===== src/rtl/decode_stage_pipe.sv =====
// Pipelined decode stage: operand read with forwarding, load-use/flag interlock,
// branch resolution in ID and a registered ID/EX bank with a sticky halt state.
module decode_stage_pipe #(
  parameter int unsigned  DATA_W   = 16,
  parameter int unsigned  NUM_REGS = 16,
  parameter int unsigned  BR_IMM_W = 9,
  parameter bit           FWD_EN   = 1'b1,
  localparam int unsigned REG_AW   = $clog2(NUM_REGS)
) (
  input  logic              clk_i,
  input  logic              rst_ni,
  input  logic              if_valid_i,
  input  logic [15:0]       if_instr_i,
  input  logic [DATA_W-1:0] if_pc_plus2_i,
  output logic              id_ready_o,
  input  logic              wb_en_i,
  input  logic [REG_AW-1:0] wb_reg_i,
  input  logic [DATA_W-1:0] wb_data_i,
  input  logic              ex_fwd_en_i,
  input  logic [REG_AW-1:0] ex_fwd_reg_i,
  input  logic [DATA_W-1:0] ex_fwd_data_i,
  input  logic              ex_flag_pend_i,
  input  logic              z_flag_i,
  input  logic              n_flag_i,
  input  logic              v_flag_i,
  output logic              br_taken_o,
  output logic [DATA_W-1:0] br_addr_o,
  output logic              ex_valid_o,
  output logic [DATA_W-1:0] ex_alu_a_o,
  output logic [DATA_W-1:0] ex_alu_b_o,
  output logic [DATA_W-1:0] ex_sw_data_o,
  output logic [3:0]        ex_alu_op_o,
  output logic              ex_mem_read_o,
  output logic              ex_mem_write_o,
  output logic              ex_mem_to_reg_o,
  output logic              ex_reg_write_o,
  output logic [REG_AW-1:0] ex_dst_reg_o,
  output logic              ex_en_z_o,
  output logic              ex_en_n_o,
  output logic              ex_en_v_o,
  output logic              hlt_o
);

  localparam logic [3:0] AluAdd = 4'b0000;

  typedef enum logic {StRun, StHalted} state_e;

  typedef struct packed {
    logic              valid;
    logic [DATA_W-1:0] alu_a;
    logic [DATA_W-1:0] alu_b;
    logic [DATA_W-1:0] sw_data;
    logic [3:0]        alu_op;
    logic              mem_read;
    logic              mem_write;
    logic              mem_to_reg;
    logic              reg_write;
    logic [REG_AW-1:0] dst;
    logic              en_z;
    logic              en_n;
    logic              en_v;
  } idex_t;

  state_e            state_q, state_d;
  idex_t             ex_q, ex_d;
  logic [DATA_W-1:0] rf_q [NUM_REGS];

  logic [3:0]        op;
  logic [2:0]        ccc;
  logic [REG_AW-1:0] rd, rs, rt;
  logic is_alu, is_lw, is_sw, is_addi, is_movi, is_b, is_br, is_pcs, is_hlt;

  assign op  = if_instr_i[15:12];
  assign ccc = if_instr_i[11:9];
  assign rd  = if_instr_i[8 +: REG_AW];
  assign rs  = if_instr_i[4 +: REG_AW];
  assign rt  = if_instr_i[0 +: REG_AW];

  assign is_alu  = ~op[3];
  assign is_lw   = (op == 4'b1000);
  assign is_sw   = (op == 4'b1001);
  assign is_addi = (op == 4'b1010);
  assign is_movi = (op == 4'b1011);
  assign is_b    = (op == 4'b1100);
  assign is_br   = (op == 4'b1101);
  assign is_pcs  = (op == 4'b1110);
  assign is_hlt  = (op == 4'b1111);

  // Source slots: 0 = rs, 1 = rt, 2 = rd (store data).
  logic [2:0][REG_AW-1:0] src;
  logic [2:0]             src_used, lu_hit, raw_hit;
  logic [DATA_W-1:0]      src_val [3];

  assign src[0]      = rs;
  assign src[1]      = rt;
  assign src[2]      = rd;
  assign src_used[0] = is_alu | is_lw | is_sw | is_addi | is_br;
  assign src_used[1] = is_alu;
  assign src_used[2] = is_sw;

  always_comb begin
    for (int i = 0; i < 3; i++) begin
      // Later assignments win: R0 > EX forward > WB write-through > regfile.
      src_val[i] = rf_q[src[i]];
      if (wb_en_i && wb_reg_i == src[i]) src_val[i] = wb_data_i;
      if (FWD_EN && ex_fwd_en_i && ex_fwd_reg_i == src[i]) src_val[i] = ex_fwd_data_i;
      if (src[i] == '0) src_val[i] = '0;

      lu_hit[i]  = src_used[i] && (src[i] != '0) && ex_q.valid && ex_q.mem_read &&
                   (ex_q.dst == src[i]);
      raw_hit[i] = !FWD_EN && src_used[i] && (src[i] != '0) &&
                   ((ex_fwd_en_i && ex_fwd_reg_i == src[i]) ||
                    (wb_en_i && wb_reg_i == src[i]));
    end
  end

  logic cond, flag_haz, run, stall, accept;

  always_comb begin
    case (ccc)
      3'b000:  cond = ~z_flag_i;
      3'b001:  cond = z_flag_i;
      3'b010:  cond = ~z_flag_i & (n_flag_i ~^ v_flag_i);
      3'b011:  cond = n_flag_i ^ v_flag_i;
      3'b100:  cond = n_flag_i ~^ v_flag_i;
      3'b101:  cond = z_flag_i | (n_flag_i ^ v_flag_i);
      3'b110:  cond = v_flag_i;
      default: cond = 1'b1;
    endcase
  end

  assign flag_haz   = (is_b | is_br) && (ccc != 3'b111) && ex_flag_pend_i;
  assign run        = rst_ni && (state_q == StRun);
  assign stall      = if_valid_i && run && ((|lu_hit) || (|raw_hit) || flag_haz);
  assign id_ready_o = run && !stall;
  assign accept     = run && if_valid_i && !stall;
  assign br_taken_o = accept && (is_b || is_br) && cond;

  logic [BR_IMM_W-1:0] br_imm;
  logic [DATA_W-1:0]   br_off, imm4, imm8;

  assign br_imm    = if_instr_i[BR_IMM_W-1:0];
  assign br_off    = {{(DATA_W-BR_IMM_W-1){br_imm[BR_IMM_W-1]}}, br_imm, 1'b0};
  assign br_addr_o = is_br ? src_val[0] : if_pc_plus2_i + br_off;
  assign imm4      = {{(DATA_W-4){if_instr_i[3]}}, if_instr_i[3:0]};
  assign imm8      = {{(DATA_W-8){1'b0}}, if_instr_i[7:0]};

  // Branches and HLT are resolved here and enter EX as bubbles.
  always_comb begin
    ex_d = '0;
    if (accept && !(is_b || is_br || is_hlt)) begin
      ex_d.valid     = 1'b1;
      ex_d.reg_write = 1'b1;
      ex_d.dst       = rd;
      ex_d.alu_op    = AluAdd;
      if (is_alu) begin
        ex_d.alu_a  = src_val[0];
        ex_d.alu_b  = src_val[1];
        ex_d.alu_op = op;
        ex_d.en_z   = 1'b1;
        ex_d.en_n   = 1'b1;
        ex_d.en_v   = (op[2:1] == 2'b00);
      end else if (is_lw) begin
        ex_d.alu_a      = src_val[0];
        ex_d.alu_b      = imm4;
        ex_d.mem_read   = 1'b1;
        ex_d.mem_to_reg = 1'b1;
      end else if (is_sw) begin
        ex_d.alu_a     = src_val[0];
        ex_d.alu_b     = imm4;
        ex_d.sw_data   = src_val[2];
        ex_d.mem_write = 1'b1;
        ex_d.reg_write = 1'b0;
        ex_d.dst       = '0;
      end else if (is_addi) begin
        ex_d.alu_a = src_val[0];
        ex_d.alu_b = imm4;
        ex_d.en_z  = 1'b1;
        ex_d.en_n  = 1'b1;
        ex_d.en_v  = 1'b1;
      end else if (is_movi) begin
        ex_d.alu_b = imm8;
      end else if (is_pcs) begin
        ex_d.alu_a = if_pc_plus2_i;
      end
    end
  end

  always_comb begin
    state_d = state_q;
    if (accept && is_hlt) state_d = StHalted;
  end

  always_ff @(posedge clk_i) begin
    if (!rst_ni) begin
      state_q <= StRun;
      ex_q    <= '0;
      rf_q    <= '{default: '0};
    end else begin
      state_q <= state_d;
      ex_q    <= ex_d;
      if (wb_en_i && wb_reg_i != '0) rf_q[wb_reg_i] <= wb_data_i;
    end
  end

  assign hlt_o           = (state_q == StHalted);
  assign ex_valid_o      = ex_q.valid;
  assign ex_alu_a_o      = ex_q.alu_a;
  assign ex_alu_b_o      = ex_q.alu_b;
  assign ex_sw_data_o    = ex_q.sw_data;
  assign ex_alu_op_o     = ex_q.alu_op;
  assign ex_mem_read_o   = ex_q.mem_read;
  assign ex_mem_write_o  = ex_q.mem_write;
  assign ex_mem_to_reg_o = ex_q.mem_to_reg;
  assign ex_reg_write_o  = ex_q.reg_write;
  assign ex_dst_reg_o    = ex_q.dst;
  assign ex_en_z_o       = ex_q.en_z;
  assign ex_en_n_o       = ex_q.en_n;
  assign ex_en_v_o       = ex_q.en_v;

endmodule


===== config.mk =====
export PLATFORM = sky130hd
export DESIGN_NAME = decode_stage_pipe
export DESIGN_NICKNAME = d
export VERILOG_FILES = /design/src/rtl/decode_stage_pipe.sv
export SDC_FILE = /design/constraint.sdc
export NUM_CORES = 1
export LEC_CHECK = 0
export BUFFER_PORTS_ARGS = -buffer_cell sky130_fd_sc_hd__clkbuf_2
export CAP_MARGIN = 30
export CORE_MARGIN = 2
export CORE_UTILIZATION = 55
export DETAILED_ROUTE_END_ITERATION = 6
export HOLD_SLACK_MARGIN = 0.12
export MAX_ROUTING_LAYER = met4
export PLACE_DENSITY = 0.75
export SKIP_CTS_REPAIR_TIMING = 1
export SYNTH_ARGS = -nofsm -noshare
export SYNTH_HDL_FRONTEND = slang
export SYNTH_SLANG_ARGS = --single-unit

===== constraint.sdc =====
create_clock -name clk_i -period 4.03 [get_ports clk_i]
set_clock_uncertainty 0.15 [all_clocks]
set_input_delay 0.403 -clock clk_i [delete_from_list [all_inputs] [get_ports clk_i]]
set_output_delay 0.403 -clock clk_i [all_outputs]
set_load 0.05 [all_outputs]

==> impl_metrics.ini <==
[status]
status = complete, but fails checks
violations = design-rule violations

[placement]
port_buffers = 162
hpwl_um = 47900
gp_congestion = 1.03

[clocking]
root_buffer = clkbuf_16
htreeDepth = 2
clkTransAtPathRegs_ns = 0.07
clockBufferDepth = 3
cts_tree = built
clkLatencyLatePin_ns = 0.55
numCtsBuffers = 36
clock_sinks = 318

[grt]
grt_max_degree = 259
grt_use_total = 0.384
grt_overflow = 0
grt_pass1_vias = 17900
grt_pass1_wl_um = 107000
antenna_found_initial = 0

[yosys]
synth_seq_area_share = 0.321
yosysTopAreaCellShare = 0.321
ys_ff_latch = 318
synth_ff_type = dfxtp_1
synth.cell_area_mm2 = 0.0198
syn_nets = 2209
synthDistinctLibCells = 64
synthTopCellsByArea = dfxtp_1, mux4_2, nand2_1
async_flop_share = 0
synth_cells = 2113
synth_warnings = 0
synth_edf_count = 0
syn_avg_cell_area_um2 = 9.38
yosysTopAreaCell = dfxtp_1

[timing]
worstMarginPinSlew_ns = 1.24
setup_tns_ns = 0
hold-worst-slack_ns = 0.0789
setup_viol = 0
period_share = 0.953
hold_viol = 0
rsz0062_at_grt = no
slew_headroom = 0.171
report.final.slew_viol_count = 0
fmax_mhz = 260
fin_crit_ns = 3.84

[floorplanning]
fp.dieH_um = 194
fp.dieW_um = 194
ios = 164
initial_utilization = 0.558
rows = 69
dieArea_mm2 = 0.0376
core_mm2 = 0.0355

[cells_and_area]
area_growth_pct = 13.4
fin_nets = 2294
num_antenna_cells = 0
layout-drive-gt1-share = 0.239

[power_and_ir_drop]
p_int_mw = 5.64
leakage_nw = 7.81
combPwrFrac = 0.159
finalPower_mw = 7.89
clkPwrFrac = 0.432
swShare = 0.284
power.density_mw_per_mm2 = 351
seqPwrFrac = 0.409
p_sw_mw = 2.24
ir_drop_uv = 308

[hold_path]
worst_hold_path.num_cells = 3
hold_class = input port to flop

[routing]
drtPass1Iterations = 7
via_per_inst = 6.97
wl_um = 72000
wire_per_inst_um = 26.8
vias = 18700
drt_iter0_markers = 2458
ant_nets = 0
drc = 2

[worst_setup_path]
arrival_ns = 3.29
crit_type = input port to output port
critPathLaunchType = input port
cp_max_fo = 4
crit_required_ns = 3.48
cp-end-kind = output port
rr_worst_depth = 8
reg2reg_slack_ns = 0.87

[run]
cap_violations = 0
-- worst max-delay path: stages --
cell and delay [ns]:
dlygate4sd3_1 0.54, clkbuf_2 0.12, ha_1 0.19, inv_1 0.06, fa_1 0.42, nor2b_1 0.19
o31a_1 0.24, o211a_1 0.25, o22ai_1 0.12, xor2_1 0.18, o22ai_1 0.25, clkbuf_2 0.33
-- worst paths after layout --
check | from | end
worst max-delay path | if_pc_plus2_i[1] | br_addr_o[13]
worst min-delay path | if_instr_i[1] | ex_alu_b_o[1]
worst max register to register | ex_dst_reg_o[2] | ex_alu_a_o[14]
worst min register to register | rf_q[9] | rf_q[9]
-- cell usage in the layout, fill, tap and decap left out, drive strengths merged, types with 26 or more instances in the layout --
| cell type | n |
|---|---|
| a211oi | 42 |
| a21boi | 254 |
| a21oi | 76 |
| buf | 78 |
| clkbuf | 206 |
| dfxtp | 318 |
| mux2 | 26 |
| mux2i | 35 |
| mux4 | 193 |
| nand2 | 542 |
| nor2 | 38 |
| o21ai | 37 |
| o22ai | 36 |
| xor2 | 31 |
-- sequential cells by signal (all words and copies together) (netlist names) --
name,cells
rf_q,256
ex_alu_a_o,16
ex_alu_b_o,16
ex_sw_data_o,16
ex_dst_reg_o,4
ex_alu_op_o,3
ex_en_v_o,1
ex_en_z_o,1
ex_mem_to_reg_o,1
ex_mem_write_o,1
ex_reg_write_o,1
ex_valid_o,1
hlt_o,1
-- layer usage --
| metal | GRT usage | up-vias | wire [um] |
|---|---|---|---|
| met5 | - | - | 0 |
| met4 | 0.214 | 0 | 4410 |
| met3 | 0.0927 | 333 | 9900 |
| met2 | 0.579 | 1591 | 32100 |
| met1 | 0.476 | 8932 | 25600 |
| li1 | - | 7842 | - |
-- synthesized netlist by cell type (3+ instances only) --
cell type  number
a211o_1         4
a211oi_1       32
a211oi_2       10
a21boi_0      252
a21o_1         17
a21oi_1        76
a221oi_1        8
a22oi_1        24
a31oi_1        11
a32oi_1         9
and2_1         23
and3_1          4
buf_1           7
buf_2          58
buf_4          14
clkbuf_1      130
dfxtp_1       318
ha_1           14
inv_1           6
mux2_2         26
mux2i_1        35
mux4_2        193
nand2_1       542
nand2b_1       11
nand3_1        17
nand4_1         9
nor2_1         37
nor2b_1        20
nor3_1         17
nor3b_1         5
nor4_1          6
o211ai_1        3
o21a_1          9
o21ai_0        34
o22ai_1        36
o31ai_1         8
or2_2           6
xnor2_1        18
xor2_1         31
-- through the flow --
stage	utilization	area [um^2]	setup slack (ns)	std cells
2_1_floorplan	-	19800	0.294	2113
3_3_place_gp	0.588	20900	0.568	2590
3_5_place_dp	0.591	21000	0.544	2594
4_1_cts	0.625	22200	0.541	2657
5_1_grt	0.634	22500	0.0865	2684
6_report	0.634	22500	0.190	2684
-- final cells by class --
class | instances | area [um^2]
Sequential cell | 318 | 6370
Multi-Input combinational cell | 1579 | 12500
Clock inverter | 11 | 146
Inverter | 6 | 22.5
Clock buffer | 52 | 1060
Timing Repair Buffer | 257 | 1780
Tap cell | 461 | 577
Fill cell | 2823 | 13000
-- cell families after synthesis --
| kind of cell | synth area share |
|---|---|
| buf+inv | 0.0476 |
| compound gates | 0.195 |
| fa+ha+maj | 0.00985 |
| mux | 0.252 |
| simple gates | 0.153 |
| xor+xnor | 0.0217 |
| flops | 0.321 |
| other cells | 0.000189 |
-- power by group through the flow --
stage               logic (mW)  clock network (mW)  registers [mW]
floorplan                0.810                   0            3.32
global placement          1.17                   0            3.29
detailed placement        1.19                   0            3.29
CTS                       1.20                3.40            3.23
global route              1.30                3.53            3.23
finish                    1.25                3.41            3.23
Note: power is estimated with default switching activity, not from simulation.
